**src/rtl/addr4u_seq_ctrl.sv**
```systemverilog
`default_nettype none
// ============================================================================
// Module   : addr4u_seq_ctrl
// Brief    : Builds a WIDTH-bit adder from one shared 4-bit adder slice, one
//            slice per pass, LSB first. Macro ADDR_RECHECK_EN adds a swapped-
//            operand recheck pass with bounded retries and a sticky error.
// Revision : 1.0 - initial release
// ============================================================================
module addr4u_seq_ctrl #(
  parameter int WIDTH     = 16,
  parameter int MAX_RETRY = 3
) (
  input  logic             clk,
  input  logic             rst_n,
  input  logic             in_valid,
  output logic             in_ready,
  input  logic [WIDTH-1:0] in_a,
  input  logic [WIDTH-1:0] in_b,
  output logic             out_valid,
  input  logic             out_ready,
  output logic [WIDTH:0]   out_sum,
  output logic             out_err,
  output logic [3:0]       add_a,
  output logic [3:0]       add_b,
  input  logic [4:0]       add_s
);

  localparam int c_NSL = WIDTH / 4;
  localparam int c_SW  = (c_NSL > 1) ? $clog2(c_NSL) : 1;

  if (WIDTH < 4 || (WIDTH % 4) != 0 || MAX_RETRY < 0) begin : g_param_check
    $error("addr4u_seq_ctrl: WIDTH must be a multiple of 4 (>=4), MAX_RETRY >= 0");
  end

  typedef enum logic [2:0] {
    S_IDLE = 3'd0,
    S_ADD  = 3'd1,
    S_INC  = 3'd2,
    S_CHK  = 3'd3,
    S_DONE = 3'd4
  } state_t;

  state_t           r_state;
  logic [WIDTH-1:0] r_a;         // remaining operand slices, next one in [3:0]
  logic [WIDTH-1:0] r_b;
  logic [WIDTH-1:0] r_acc;
  logic             r_carry;
  logic             r_inc_carry;
  logic [c_SW-1:0]  r_slice;

  logic             w_commit;
  logic             w_inc;
  logic             w_to_inc;
  logic             w_last;
  logic             w_carry_nxt;
  logic [WIDTH-1:0] w_acc_nxt;

`ifdef ADDR_RECHECK_EN
  localparam int c_RW = (MAX_RETRY < 1) ? 1 : $clog2(MAX_RETRY + 1);

  logic [4:0]       r_pass;
  logic             r_is_inc;
  logic [c_RW-1:0]  r_retry;
  logic             r_err;
  logic             w_mismatch;

  assign w_mismatch = (r_state == S_CHK) && (add_s != r_pass);
  // Commit on agreement, or give up and take the recheck result once retries run out.
  assign w_commit   = (r_state == S_CHK) &&
                      (!w_mismatch || (r_retry == c_RW'(MAX_RETRY)));
  assign w_inc      = r_is_inc;
`else
  assign w_commit   = (r_state == S_ADD) || (r_state == S_INC);
  assign w_inc      = (r_state == S_INC);
  assign out_err    = 1'b0;
`endif

  assign in_ready    = (r_state == S_IDLE);
  assign w_to_inc    = !w_inc && r_carry;
  assign w_last      = (r_slice == c_SW'(c_NSL - 1));
  assign w_carry_nxt = w_inc ? (r_inc_carry | add_s[4]) : add_s[4];

  if (WIDTH == 4) begin : g_acc_single
    assign w_acc_nxt = add_s[3:0];
  end else begin : g_acc_multi
    assign w_acc_nxt = {add_s[3:0], r_acc[WIDTH-1:4]};
  end

  always_ff @(posedge clk or negedge rst_n) begin
    if (!rst_n) begin
      r_state     <= S_IDLE;
      r_a         <= '0;
      r_b         <= '0;
      r_acc       <= '0;
      r_carry     <= 1'b0;
      r_inc_carry <= 1'b0;
      r_slice     <= '0;
      out_valid   <= 1'b0;
      out_sum     <= '0;
      add_a       <= 4'd0;
      add_b       <= 4'd0;
`ifdef ADDR_RECHECK_EN
      r_pass      <= 5'd0;
      r_is_inc    <= 1'b0;
      r_retry     <= '0;
      r_err       <= 1'b0;
      out_err     <= 1'b0;
`endif
    end else begin
      case (r_state)
        S_IDLE: begin
          if (in_valid) begin
            add_a   <= in_a[3:0];
            add_b   <= in_b[3:0];
            r_a     <= in_a >> 4;
            r_b     <= in_b >> 4;
            r_carry <= 1'b0;
            r_slice <= '0;
            r_state <= S_ADD;
`ifdef ADDR_RECHECK_EN
            r_retry <= '0;
            r_err   <= 1'b0;
            out_err <= 1'b0;
`endif
          end
        end
        S_DONE: begin
          if (out_ready) begin
            out_valid <= 1'b0;
            r_state   <= S_IDLE;
          end
        end
`ifdef ADDR_RECHECK_EN
        S_ADD, S_INC: begin
          r_pass   <= add_s;
          r_is_inc <= (r_state == S_INC);
          add_a    <= add_b;
          add_b    <= add_a;
          r_state  <= S_CHK;
        end
        S_CHK: begin
          if (!w_commit) begin
            r_retry <= r_retry + 1'b1;
            add_a   <= add_b;
            add_b   <= add_a;
            r_state <= r_is_inc ? S_INC : S_ADD;
          end
        end
`endif
        default: begin
        end
      endcase

      if (w_commit) begin
`ifdef ADDR_RECHECK_EN
        r_retry <= '0;
        if (w_mismatch) r_err <= 1'b1;
`endif
        if (w_to_inc) begin
          // Incoming carry is folded in by a second pass: slice result + 1.
          r_inc_carry <= add_s[4];
          add_a       <= add_s[3:0];
          add_b       <= 4'b0001;
          r_state     <= S_INC;
        end else begin
          r_acc   <= w_acc_nxt;
          r_carry <= w_carry_nxt;
          if (w_last) begin
            out_sum   <= {w_carry_nxt, w_acc_nxt};
            out_valid <= 1'b1;
            add_a     <= 4'd0;
            add_b     <= 4'd0;
            r_state   <= S_DONE;
`ifdef ADDR_RECHECK_EN
            out_err   <= r_err | w_mismatch;
`endif
          end else begin
            r_slice <= r_slice + 1'b1;
            add_a   <= r_a[3:0];
            add_b   <= r_b[3:0];
            r_a     <= r_a >> 4;
            r_b     <= r_b >> 4;
            r_state <= S_ADD;
          end
        end
      end
    end
  end

endmodule
`default_nettype wire

```
**config.mk**
```make
export PLATFORM = sky130hd
export DESIGN_NAME = addr4u_seq_ctrl
export DESIGN_NICKNAME = d
export VERILOG_FILES = /design/src/rtl/addr4u_seq_ctrl.sv
export SDC_FILE = /design/constraint.sdc
export NUM_CORES = 1
export LEC_CHECK = 0
export ABC_AREA = 1
export CAP_MARGIN = 20
export CELL_PAD_IN_SITES_DETAIL_PLACEMENT = 0
export CELL_PAD_IN_SITES_GLOBAL_PLACEMENT = 1
export CORE_AREA = 2 2 103 105
export CTS_CLUSTER_DIAMETER = 30
export DETAILED_ROUTE_END_ITERATION = 10
export DIE_AREA = 0 0 105 107
export PLACE_DENSITY_LB_ADDON = 0.1
export SYNTH_ARGS = -nofsm -noshare
export SYNTH_HDL_FRONTEND = slang
export SYNTH_SLANG_ARGS = --single-unit
```
**constraint.sdc**
```tcl
create_clock -name clk -period 3.8 [get_ports clk]
set_clock_uncertainty 0.2 [all_clocks]
set_input_delay 0.95 -clock clk [delete_from_list [all_inputs] [get_ports clk]]
set_output_delay 0.95 -clock clk [all_outputs]
set_load 0.02 [all_outputs]
```
Word-level counts from Yosys, hierarchy flattened
Index checks and enable logic that the tools add are counted.
{ "op_classes": {"eq_ne": 6, "muxes": 41, "bitwise_logic": 2, "addsub": 1, "n_reduce_logical": 12} }
{ "ops": {"columns": ["operator", "n"], "rows": [
  ["2-to-1 mux 16 bit", 10],
  ["2-to-1 mux 4 bit", 10],
  ["2-to-1 mux 3 bit", 5],
  ["2-to-1 mux 1 bit", 10],
  ["2-to-1 mux 2 bit", 5],
  ["case mux 3 bit (2 select lines)", 1],
  ["AND reduction 2 bit", 3],
  ["AND reduction 3 bit", 2],
  ["nonzero test 2 bit", 2],
  ["equality test 3 x 1 -> 1 bit (second input constant)", 1],
  ["equality test 3 x 2 -> 1 bit (second input constant)", 1],
  ["equality test 3 bit (second input constant)", 1],
  ["logical NOT 3 bit", 1],
  ["!= test 3 x 2 -> 1 bit (second input constant)", 1],
  ["!= test 3 bit (second input constant)", 1],
  ["nonzero test 3 bit", 1],
  ["adder 2 x 1 -> 2 bit (second input constant)", 1],
  ["equality test 2 bit (second input constant)", 1],
  ["logical AND 1 bit", 1],
  ["logical NOT 1 bit", 1],
  ["logical OR 1 bit", 1],
  ["NOT 1 bit", 1],
  ["bitwise OR 1 bit", 1]
]} }
{ "totals": {"reg_bits": 81, "input_bits": 41, "output_inout_bits": 28, "word_cells": 73} }

Longest topological paths before layout
Gate-level depths: netlist of the first run.
{ "depth": {"ltp_word": 5, "depth_mapped": 9, "depth_no_buf": 7} }

Worst setup path before layout of the first run
Ideal clock, no wire load.
{ "synth_path": {"path_type": "register -> output", "from": "register r_state[0]", "to": "output port in_ready", "slack_ns": 1.837, "path_buffers": 0, "path_stages_with_launch": 4, "required_ns": 2.650, "arrival_time_ns": 0.813, "cell_sequence": "dfrtp_1 > nor2_2 > nand2_1 > inv_1"} }
{ "synth_between": {"elab_chain_len": 1} }
{ "synth_lines": {"columns": ["item", "line", "source"], "rows": [
  ["from (decl)", "43", "state_t r_state;"],
  ["from (signal assigned)", "91", "r_state <= S_IDLE;"],
  ["from (signal assigned)", "119", "r_state <= S_ADD;"],
  ["from (signal assigned)", "130", "r_state <= S_IDLE;"],
  ["logical NOT 3 bit", "78", "assign in_ready = (r_state == S_IDLE);"],
  ["to (decl)", "16", "output logic in_ready,"]
]} }
Every way passes these cells.

Worst setup path in the final report of the first run
Same ends and word-level chain as after synthesis.

==> qor.csv, run 1 <==
stage;metric;value;unit
status;outcome;finished clean;
placement;numPlacedInstances;635;
routing;vias_per_cell;4.38;
placement;gp_congestion;0.801;
finish;postLayoutCellArea;0.00444;mm^2
yosys;synthDistinctLibCells;19;
sta;relSlewSlack;58.7;%
sta;whs;0.199;ns
placement;port_buffers;67;
sta;rsz0062_at_grt;false;
grt;grt_max_degree;78;
finish;nets;553;
run;max-cap-violations;0;
sta;finalCritPeriodShare;76.7;%
grt;groute.usage.overall;14.9;%
die;die_x;105;um
setup_path;crit_family;buffers and inverters;
clocking;cts_resized;0;
finish;layout.cells.non_filler;652;
clocking;cts_tree;done;
sta;hold_viol_final;0;
placement;dp_hpwl;5230;um
setup_path;cp_cell_sequence;nor2_2 -> nand2_1 -> inv_1 -> clkdlybuf4s50_1;
sta;setup_tns;0;ns
clocking;cts-htree-levels;3;
routing;initialDrtViolationCount;83;
setup_path;max_stage_delay;0.59;ns
yosys;avgSynthCellArea;7.77;um^2
clocking;clk_path_buf_depth;2;
finish;n_antenna_cell;0;
clocking;cts_inserted_buffers;9;
yosys;synth-seq-cells;77;
setup_path;critical_path_class;reg -> out;
die;rows;37;
clocking;post_cts_buffers;0;
sta;finalCriticalPeriod;2.91;ns
setup_path;rr_worst_depth;7;
routing;antenna_left;0;
setup_path;cp_slowest_cell;clkdlybuf4s50_1;
routing;num_vias;2855;
finish;area_growth;27.3;%
setup_path;reg2reg_slack;1.52;ns
finish;fill_cells;1101;
clocking;clk_latency;0.35;ns
yosys;syn_inst;449;
routing;drc_errors;0;
hold_path;hp-class;in -> async;
yosys;yosysWarnings;0;
yosys;syn_area;0.00349;mm^2
grt;antenna_found_initial;0;
setup_path;critical_path_depth;4;
sta;worst_pin_slew;0.619;ns
pwr;switching_power;370;uW
setup_path;endpoint;in_ready;
finish;drive_gt1_share;6.01;%
yosys;ys_seq_area_share;55.3;%
yosys;syn_nets;491;
routing;wl_per_cell;12.2;um
pwr;swShare;25.0;%
grt;overflow;0;
setup_path;arrival;1.76;ns
setup_path;worstPathRequired;2.65;ns
sta;fmax;343;MHz
placement;place_area;0.00423;mm^2
setup_path;start_kind;flop;
placement;place_ws;1.15;ns
sta;setup_slack;0.886;ns
die;start_util;34.6;%
routing;postRouteWirelength;7940;um
pwr;internal_power;1110;uW
setup_path;crit_path_end_kind;output port;
setup_path;r2r_end;r_b[10];
sta;setup_violations;0;
die;dieArea;0.0112;mm^2
routing;first_pass_iters;4;
clocking;cts_hold_buf;0;
die;core_area;0.0101;mm^2
pwr;power.share.sequential;55.3;%
setup_path;cp-startpoint;r_state[0];
pwr;comb_power_share;4.6;%
pwr;powerDensity;333;mW/mm^2
pwr;clkPwrFrac;40.1;%
pwr;worst_ir_drop_vdd;148;uV
clocking;clockRootBuffer;clkbuf_8;
clocking;path_clk_slew;0.09;ns
pwr;power_leakage;0.00225;uW
grt;grt_pass1_wl;13400;um
die;io_pins;69;
setup_path;crit_fanout;5;
sta;slew_viol_final;0;
clocking;cts_sinks;77;
setup_path;r2r_start;r_state[2];
grt;grt_pass1_vias;2758;
die;die_h;107;um
setup_path;cp_num_buf_inv;2;
==> power groups by stage <==
stage               Clock, uW  Combinational [uW]  Sequential, uW
floorplan                   0                5.27             835
global placement            0                66.3             835
detailed placement          0                65.6             835
CTS                       618                65.9             819
global route              655                74.6             819
finish                    593                67.5             819
==> per-layer routing <==
layer  global-route usage [%]  share of wire [%]  up-vias
met5                        0                  0        -
met4                     6.00                1.1        0
met3                     2.74                4.1        9
met2                     24.2                 46       52
met1                     19.7                 49     1311
li1                         -                  -     1483
==> synth_stat cells (all sizes together) <==
cell,instances,share of area (%)
nand2,214,23
nor2,22,2.5
nand3,20,3.3
dfrtp,77,55
clkbuf,8,0.86
inv,48,5.2
buf,12,2.6
conb,1,0.11
ha,1,0.36
nand4,1,0.18
a21oi,3,0.43
o21ai,42,6.0
==> state kept, by name, summed over array words and instances, names as in the netlist <==
register,count
r_a,16
r_carry,1
r_state,3
r_inc_carry,1
add_a,4
out_valid,1
r_acc,12
out_sum,17
r_b,16
r_slice,2
add_b,4
==> logic make-up after synthesis <==
family / after synthesis / synth area share [%]
AO/OA/AOI/OAI: 45 / 6.46
buffers and inverters: 68 / 8.65
adder cells (fa/ha/maj): 1 / 0.359
other: 1 / 0.108
AND/OR/NAND/NOR: 257 / 29.2
flip-flops: 77 / 55.3
==> how the worst min path moves through the flow <==
stage	start	to	slack [ns]	cells after the start
final	rst_n	r_state[2]	0.20	1
after global routing	rst_n	r_state[2]	0.19	1
after CTS	r_a[8]	r_a[4]	0.28	2
after detailed placement	r_a[11]	r_a[7]	0.26	2
after global placement	r_a[8]	r_a[4]	0.25	2
after floorplan	r_a[14]	r_a[10]	0.24	2
==> metrics by stage <==
stage | utilization [%] | power [uW]
finish | 44.0 | 1480
global route | 44.0 | 1550
global placement | 41.9 | 901
detailed placement | 41.9 | 900
CTS | 43.7 | 1500
floorplan | - | 840
==> layout make-up <==
| cell class | count | area, um^2 | share of cell area (%) |
|---|---|---|---|
| Multi-Input combinational cell | 304 | 1260 | 28.4 |
| Sequential cell | 77 | 1930 | 43.4 |
| Tap cell | 136 | 170 | 3.83 |
| Clock buffer | 9 | 124 | 2.79 |
| Inverter | 48 | 180 | 4.06 |
| Clock inverter | 7 | 61.3 | 1.38 |
| Timing Repair Buffer | 71 | 718 | 16.2 |
==> layout by cell type, fill, tap and decap left out <==
cell,instances
nand2_1,212
dfrtp_1,77
clkdlybuf4s50_1,66
inv_1,45
o21ai_0,41
nor2_1,20
nand3_1,17
clkbuf_8,9
inv_6,4
buf_4,4
inv_2,3
nand3_2,3
a21oi_1,3
nor2_2,2
nand2_2,2
clkinvlp_4,2
nand4_1,1
o21ai_1,1
ha_1,1
conb_1,1
inv_8,1
buf_16,1
Power figures use the tool's default switching activity.
==> run 2, diff against run 1 <==
==> constraint.sdc (replaced) <==
create_clock -name clk -period 2.7 [get_ports clk]
set_clock_uncertainty 0.2 [all_clocks]
set_input_delay 0.675 -clock clk [delete_from_list [all_inputs] [get_ports clk]]
set_output_delay 0.675 -clock clk [all_outputs]
set_load 0.02 [all_outputs]
==> qor.csv, run 2 (synthesized netlist as in run 1, its figures left out) <==
stage;metric;value;unit;change
die;io_pins;69;;unchanged
setup_path;critical_path_class;reg -> out;;
setup_path;crit_family;buffers and inverters;;
clocking;clk_path_buf_depth;2;;unchanged
finish;layout_common_cells;nand2_1, dfrtp_1, clkdlybuf4s50_1;;
clocking;post_cts_buffers;0;;unchanged
grt;antenna_found_initial;0;;unchanged
pwr;comb_power_share;4.3;%;-0.3 points
sta;fmax;444;MHz;
setup_path;crit_fanout;2;;-3
finish;drive_gt1_share;6.37;%;+0.36 points
sta;relSlewSlack;65.4;%;+6.7 points
routing;num_vias;2875;;+0.70%
routing;drc_errors;0;;unchanged
routing;met1_length;3730;um;-3.7%
pwr;internal_power;1650;uW;+48%
status;outcome;finished clean;;
setup_path;worstPathRequired;1.82;ns;-0.83 ns
setup_path;max_stage_delay;0.62;ns;+0.03 ns
clocking;cts-htree-levels;3;;unchanged
pwr;power.share.sequential;53.6;%;-1.7 points
sta;worst_pin_slew;0.518;ns;-0.101 ns
setup_path;cp_num_buf_inv;1;;-1
placement;port_buffers;67;;unchanged
pwr;finalPower;2150;uW;+45%
finish;nets;555;;+0.36%
clocking;cts_inserted_buffers;9;;unchanged
grt;grt_max_degree;46;;-41%
clocking;cts_sinks;77;;unchanged
pwr;switching_power;505;uW;+36%
setup_path;rr_worst_depth;7;;unchanged
finish;layout_commonest_cell;nand2_1;;
pwr;swShare;23.5;%;-1.5 points
die;die_x;105;um;unchanged
sta;slew_viol_final;0;;unchanged
grt;groute.usage.overall;15.1;%;+0.22 points
sta;finalCriticalPeriod;2.25;ns;
routing;vias_per_cell;4.40;;+0.39%
placement;dp_hpwl;5340;um;+2.1%
routing;wl_met2;3870;um;+6.3%
clocking;clk_latency;0.35;ns;about the same
sta;setup_tns;0;ns;unchanged
finish;top_register;out_sum;;
finish;reg_top3;out_sum (17), r_a (16), r_b (16);;
grt;grt_pass1_wl;13500;um;+0.98%
clocking;cts_hold_buf;0;;unchanged
routing;initialDrtViolationCount;114;;+37%
setup_path;start_kind;flop;;
setup_path;arrival;1.38;ns;-0.38 ns
finish;largest_reg_flops;17;;unchanged
clocking;cts_tree;done;;
finish;postLayoutCellArea;0.00449;mm^2;+1.1%
die;dieArea;0.0112;mm^2;unchanged
sta;rsz0062_at_grt;false;;
finish;area_growth;28.7;%;
sta;setup_violations;0;;unchanged
die;core_area;0.0101;mm^2;unchanged
pwr;power_leakage;0.00228;uW;+1.4%
die;start_util;34.6;%;unchanged
routing;dr_wl_met3;328;um;+1.2%
run;max-cap-violations;0;;unchanged
pwr;worst_ir_drop_vdd;357;uV;+140%
setup_path;cp_cell_sequence;clkdlybuf4s50_1;;
pwr;clkPwrFrac;42.1;%;+2.0 points
clocking;path_clk_slew;0.09;ns;about the same
setup_path;crit_path_end_kind;output port;;
hold_path;hp-class;in -> async;;
routing;first_pass_iters;4;;unchanged
pwr;powerDensity;479;mW/mm^2;+44%
routing;antenna_left;0;;unchanged
setup_path;critical_path_depth;1;;-3
placement;place_area;0.00427;mm^2;+1.1%
setup_path;cp_slowest_cell;clkdlybuf4s50_1;;
clocking;clockRootBuffer;clkbuf_8;;
grt;grt_pass1_vias;2813;;+2.0%
routing;maxUsedRoutingLayer;met4;;
die;die_h;107;um;unchanged
finish;n_antenna_cell;0;;unchanged
sta;hold_viol_final;0;;unchanged
routing;postRouteWirelength;8010;um;+0.93%
grt;overflow;0;;unchanged
routing;wl_per_cell;12.2;um;+0.62%
die;rows;37;;unchanged
sta;finalCritPeriodShare;83.5;%;
placement;gp_congestion;0.727;;-9.2%
run 2: routing by layer:
metal / global-route usage [%] / up-vias
li1: - / 1489
met1: 18.8 / 1324
met2: 25.8 / 57
met3: 4.26 / 5
met4: 4.00 / 0
met5: 0 / -
run 2: per-stage QoR:
step                setup slack (ns)  hold slack, ns  std cells  util, %
global route                   0.368          0.0650        654     44.5
finish                         0.447          0.0518        654     44.5
detailed placement             0.452           0.252        638     42.4
CTS                           0.0572          0.0577        654     44.4
floorplan                       1.01           0.179        449        -
global placement               0.467           0.247        638     42.4
run 2: final timing paths:
kind | start | to | slack [ns]
worst max-delay path | add_a[0] | add_a[0] | 0.45
worst min-delay path | rst_n | out_valid | 0.05
worst max register to register | r_state[1] | r_a[8] | 0.62
worst min register to register | r_a[7] | r_a[3] | 0.27
max in group asynchronous | rst_n | r_b[3] | 1.64
min in group clk | r_a[7] | r_a[3] | 0.27
run 2: power groups by stage:
stage	combinational [uW]	clock (uW)	sequential, uW
finish	93.1	906	1150
CTS	96.8	936	1150
detailed placement	96.3	0	1180
floorplan	7.42	0	1180
global placement	97.0	0	1180
global route	103	991	1150
run 2: repair_timing:
item / in CTS / in global routing
setup endpoints to repair: 0 / 1
endpoints found under the hold margin: 0 / 0
resized for setup: 0 / 2
run 2: area by class of cell:
class	instances	area, um^2
multi-input combinational	304	1260
tap	136	170
clock buffer	9	124
clock inverter	7	81.3
timing repair buffer	73	741
inverter	48	180
sequential	77	1930
fill	1094	5610
==> run 3, diff against run 2 <==
--- a/config.mk
+++ b/config.mk
@@ -9,10 +9,10 @@
 export CAP_MARGIN = 20
 export CELL_PAD_IN_SITES_DETAIL_PLACEMENT = 0
 export CELL_PAD_IN_SITES_GLOBAL_PLACEMENT = 1
-export CORE_AREA = 2 2 103 105
+export CORE_AREA = 2 2 105 107
 export CTS_CLUSTER_DIAMETER = 30
 export DETAILED_ROUTE_END_ITERATION = 10
-export DIE_AREA = 0 0 105 107
+export DIE_AREA = 0 0 107 109
 export PLACE_DENSITY_LB_ADDON = 0.1
 export SYNTH_ARGS = -nofsm -noshare
 export SYNTH_HDL_FRONTEND = slang
==> constraint.sdc (replaced) <==
create_clock -name clk -period 1.9 [get_ports clk]
set_clock_uncertainty 0.2 [all_clocks]
set_input_delay 0.475 -clock clk [delete_from_list [all_inputs] [get_ports clk]]
set_output_delay 0.475 -clock clk [all_outputs]
set_load 0.02 [all_outputs]
==> qor.csv, run 3 (synthesized netlist as in run 1, its figures left out) <==
stage;metric;value;unit;change
routing;antenna_left;0;;unchanged
clocking;cts-htree-levels;3;;unchanged
routing;wl_per_cell;12.0;um;-1.9%
clocking;clk_latency;0.35;ns;about the same
sta;hold_viol_final;0;;unchanged
die;dieArea;0.0117;mm^2;+3.8%
finish;drive_gt1_share;9.70;%;+3.3 points
die;die_h;109;um;+1.9%
grt;overflow;0;;unchanged
pwr;powerDensity;659;mW/mm^2;+37%
status;outcome;finished clean;;
die;rows;38;;+2.7%
clocking;cts_tree;done;;
routing;drc_errors;0;;unchanged
sta;finalCriticalPeriod;1.81;ns;
setup_path;crit_fanout;4;;+2
pwr;switching_power;714;uW;+41%
placement;port_buffers;67;;unchanged
placement;gp_congestion;0.736;;+1.3%
grt;antenna_found_initial;0;;unchanged
placement;dp_hpwl;5600;um;+5.0%
routing;met1_length;3960;um;+6.1%
routing;wl_met2;3790;um;-2.1%
sta;whs;0.270;ns;+0.218 ns
grt;grt_pass1_vias;2830;;+0.60%
routing;postRouteWirelength;8120;um;+1.4%
clocking;cts_inserted_buffers;9;;unchanged
finish;multi_input_area;0.00129;mm^2;+2.3%
finish;top_register;out_sum;;
routing;initialDrtViolationCount;66;;-42%
sta;setup_violations;0;;unchanged
grt;grt_pass1_wl;14000;um;+3.5%
setup_path;arrival;1.13;ns;-0.25 ns
routing;maxUsedRoutingLayer;met4;;
pwr;clkPwrFrac;42.1;%;about the same
routing;first_pass_iters;5;;+1
die;core_area;0.0106;mm^2;+5.1%
pwr;power.share.sequential;53.5;%;about the same
pwr;worst_ir_drop_vdd;379;uV;+6.2%
sta;finalCritPeriodShare;95.2;%;
pwr;swShare;23.3;%;-0.11 points
finish;layout_common_cells;nand2_1, dfrtp_1, inv_1;;
hold_path;hp-class;reg -> reg;;
die;start_util;32.9;%;-1.7 points
sta;rsz0062_at_grt;true;;
setup_path;worstPathRequired;1.22;ns;-0.60 ns
routing;num_vias;2873;;-0.070%
finish;layout_commonest_cell;nand2_1;;
pwr;power_leakage;0.00241;uW;+5.4%
sta;fmax;553;MHz;
run;max-cap-violations;0;;unchanged
pwr;internal_power;2340;uW;+42%
grt;grt_max_degree;78;;+70%
finish;seq_area;0.00193;mm^2;unchanged
die;io_pins;69;;unchanged
finish;nets;573;;+3.2%
setup_path;start_kind;flop;;
clocking;cts_sinks;77;;unchanged
finish;largest_reg_flops;17;;unchanged
finish;fill_cells;1149;;+5.0%
pwr;comb_power_share;4.4;%;about the same
routing;dr_wl_met3;283;um;-14%
sta;slew_viol_final;0;;unchanged
setup_path;crit_path_end_kind;output port;;
finish;reg_top3;out_sum (17), r_a (16), r_b (16);;
die;die_x;107;um;+1.9%
clocking;path_clk_slew;0.09;ns;about the same
setup_path;critical_path_class;reg -> out;;
grt;groute.usage.overall;15.3;%;+0.18 points
routing;vias_per_cell;4.25;;-3.3%
clocking;clk_path_buf_depth;2;;unchanged
finish;area_growth;33.1;%;
finish;n_antenna_cell;0;;unchanged
clocking;clockRootBuffer;clkbuf_8;;
finish;final_util;43.8;%;-0.68 points
## run 3: changes by cell type in the layout (fill, tap and decap cells not counted), moves of 2 or more
cell | before | now
clkinvlp_4 | 3 | 1
buf_4 | 5 | 20
buf_12 | 2 | 4
o21ai_1 | 1 | 3
dlygate4sd2_1 | 0 | 26
clkdlybuf4s50_1 | 65 | 39
o21ai_0 | 41 | 39
## run 3: worst paths after layout
path / startpoint / to / slack [ns] / depth (start not counted)
max in group asynchronous: rst_n / r_acc[10] / 0.69 / 3
min in group asynchronous: rst_n / r_state[2] / 0.48 / 3
worst min-delay path: r_b[6] / r_b[2] / 0.27 / 2
worst min register to register: r_b[6] / r_b[2] / 0.27 / 2
worst max-delay path: r_state[1] / in_ready / 0.09 / 4
worst max register to register: r_state[0] / r_slice[0] / 0.11 / 8
## run 3: area by class of cell
cell class              instances  share of cell area [%]
clock inverters                 7                    1.73
flip-flops and latches         77                    41.5
inverters                      48                    3.88
well taps                     140                    3.77
clock buffers                   9                    2.67
repair buffers                 91                    18.6
multi-input cells             304                    27.8
## run 3: repair_timing
| action | CTS | global route |
|---|---|---|
| resized for setup | 32 | 6 |
| pin swaps | 0 | 1 |
| buffers inserted | 0 | 2 |
| hold buffers | 1 | 0 |
| setup endpoints to repair | 58 | 34 |
| endpoints found under the hold margin | 77 | 0 |
## run 3: layer usage
metal / vias to the layer above / track usage (%)
met5: - / 0
met4: 0 / 5.01
met3: 7 / 2.75
met2: 55 / 24.2
met1: 1287 / 21.3
li1: 1524 / -
## run 3: worst max-delay path: stages (launching register included)
cell and delay, ns:
dfrtp_1 0.42, nor2_2 0.11, nand2_1 0.07, inv_1 0.05, buf_2 0.15
## run 3: power by group through the flow
stage	registers, uW	clock network (uW)	logic (uW)
2_1_floorplan	1670	0	10.5
3_3_place_gp	1670	0	138
3_5_place_dp	1670	0	138
4_1_cts	1640	1350	140
5_1_grt	1640	1420	150
6_report	1640	1290	135
## run 3: stage by stage
step | cells | total power (uW) | TNS, ns | worst slack [ns] | instance area [um^2]
floorplan | 449 | 1680 | 0 | 0.293 | 3490
global placement | 657 | 1810 | -1.43 | -0.0601 | 4420
detailed placement | 657 | 1810 | -2.21 | -0.0910 | 4420
CTS | 674 | 3120 | 0 | 0.0708 | 4600
global route | 676 | 3210 | -0.0918 | -0.0241 | 4640
finish | 676 | 3060 | 0 | 0.0914 | 4640
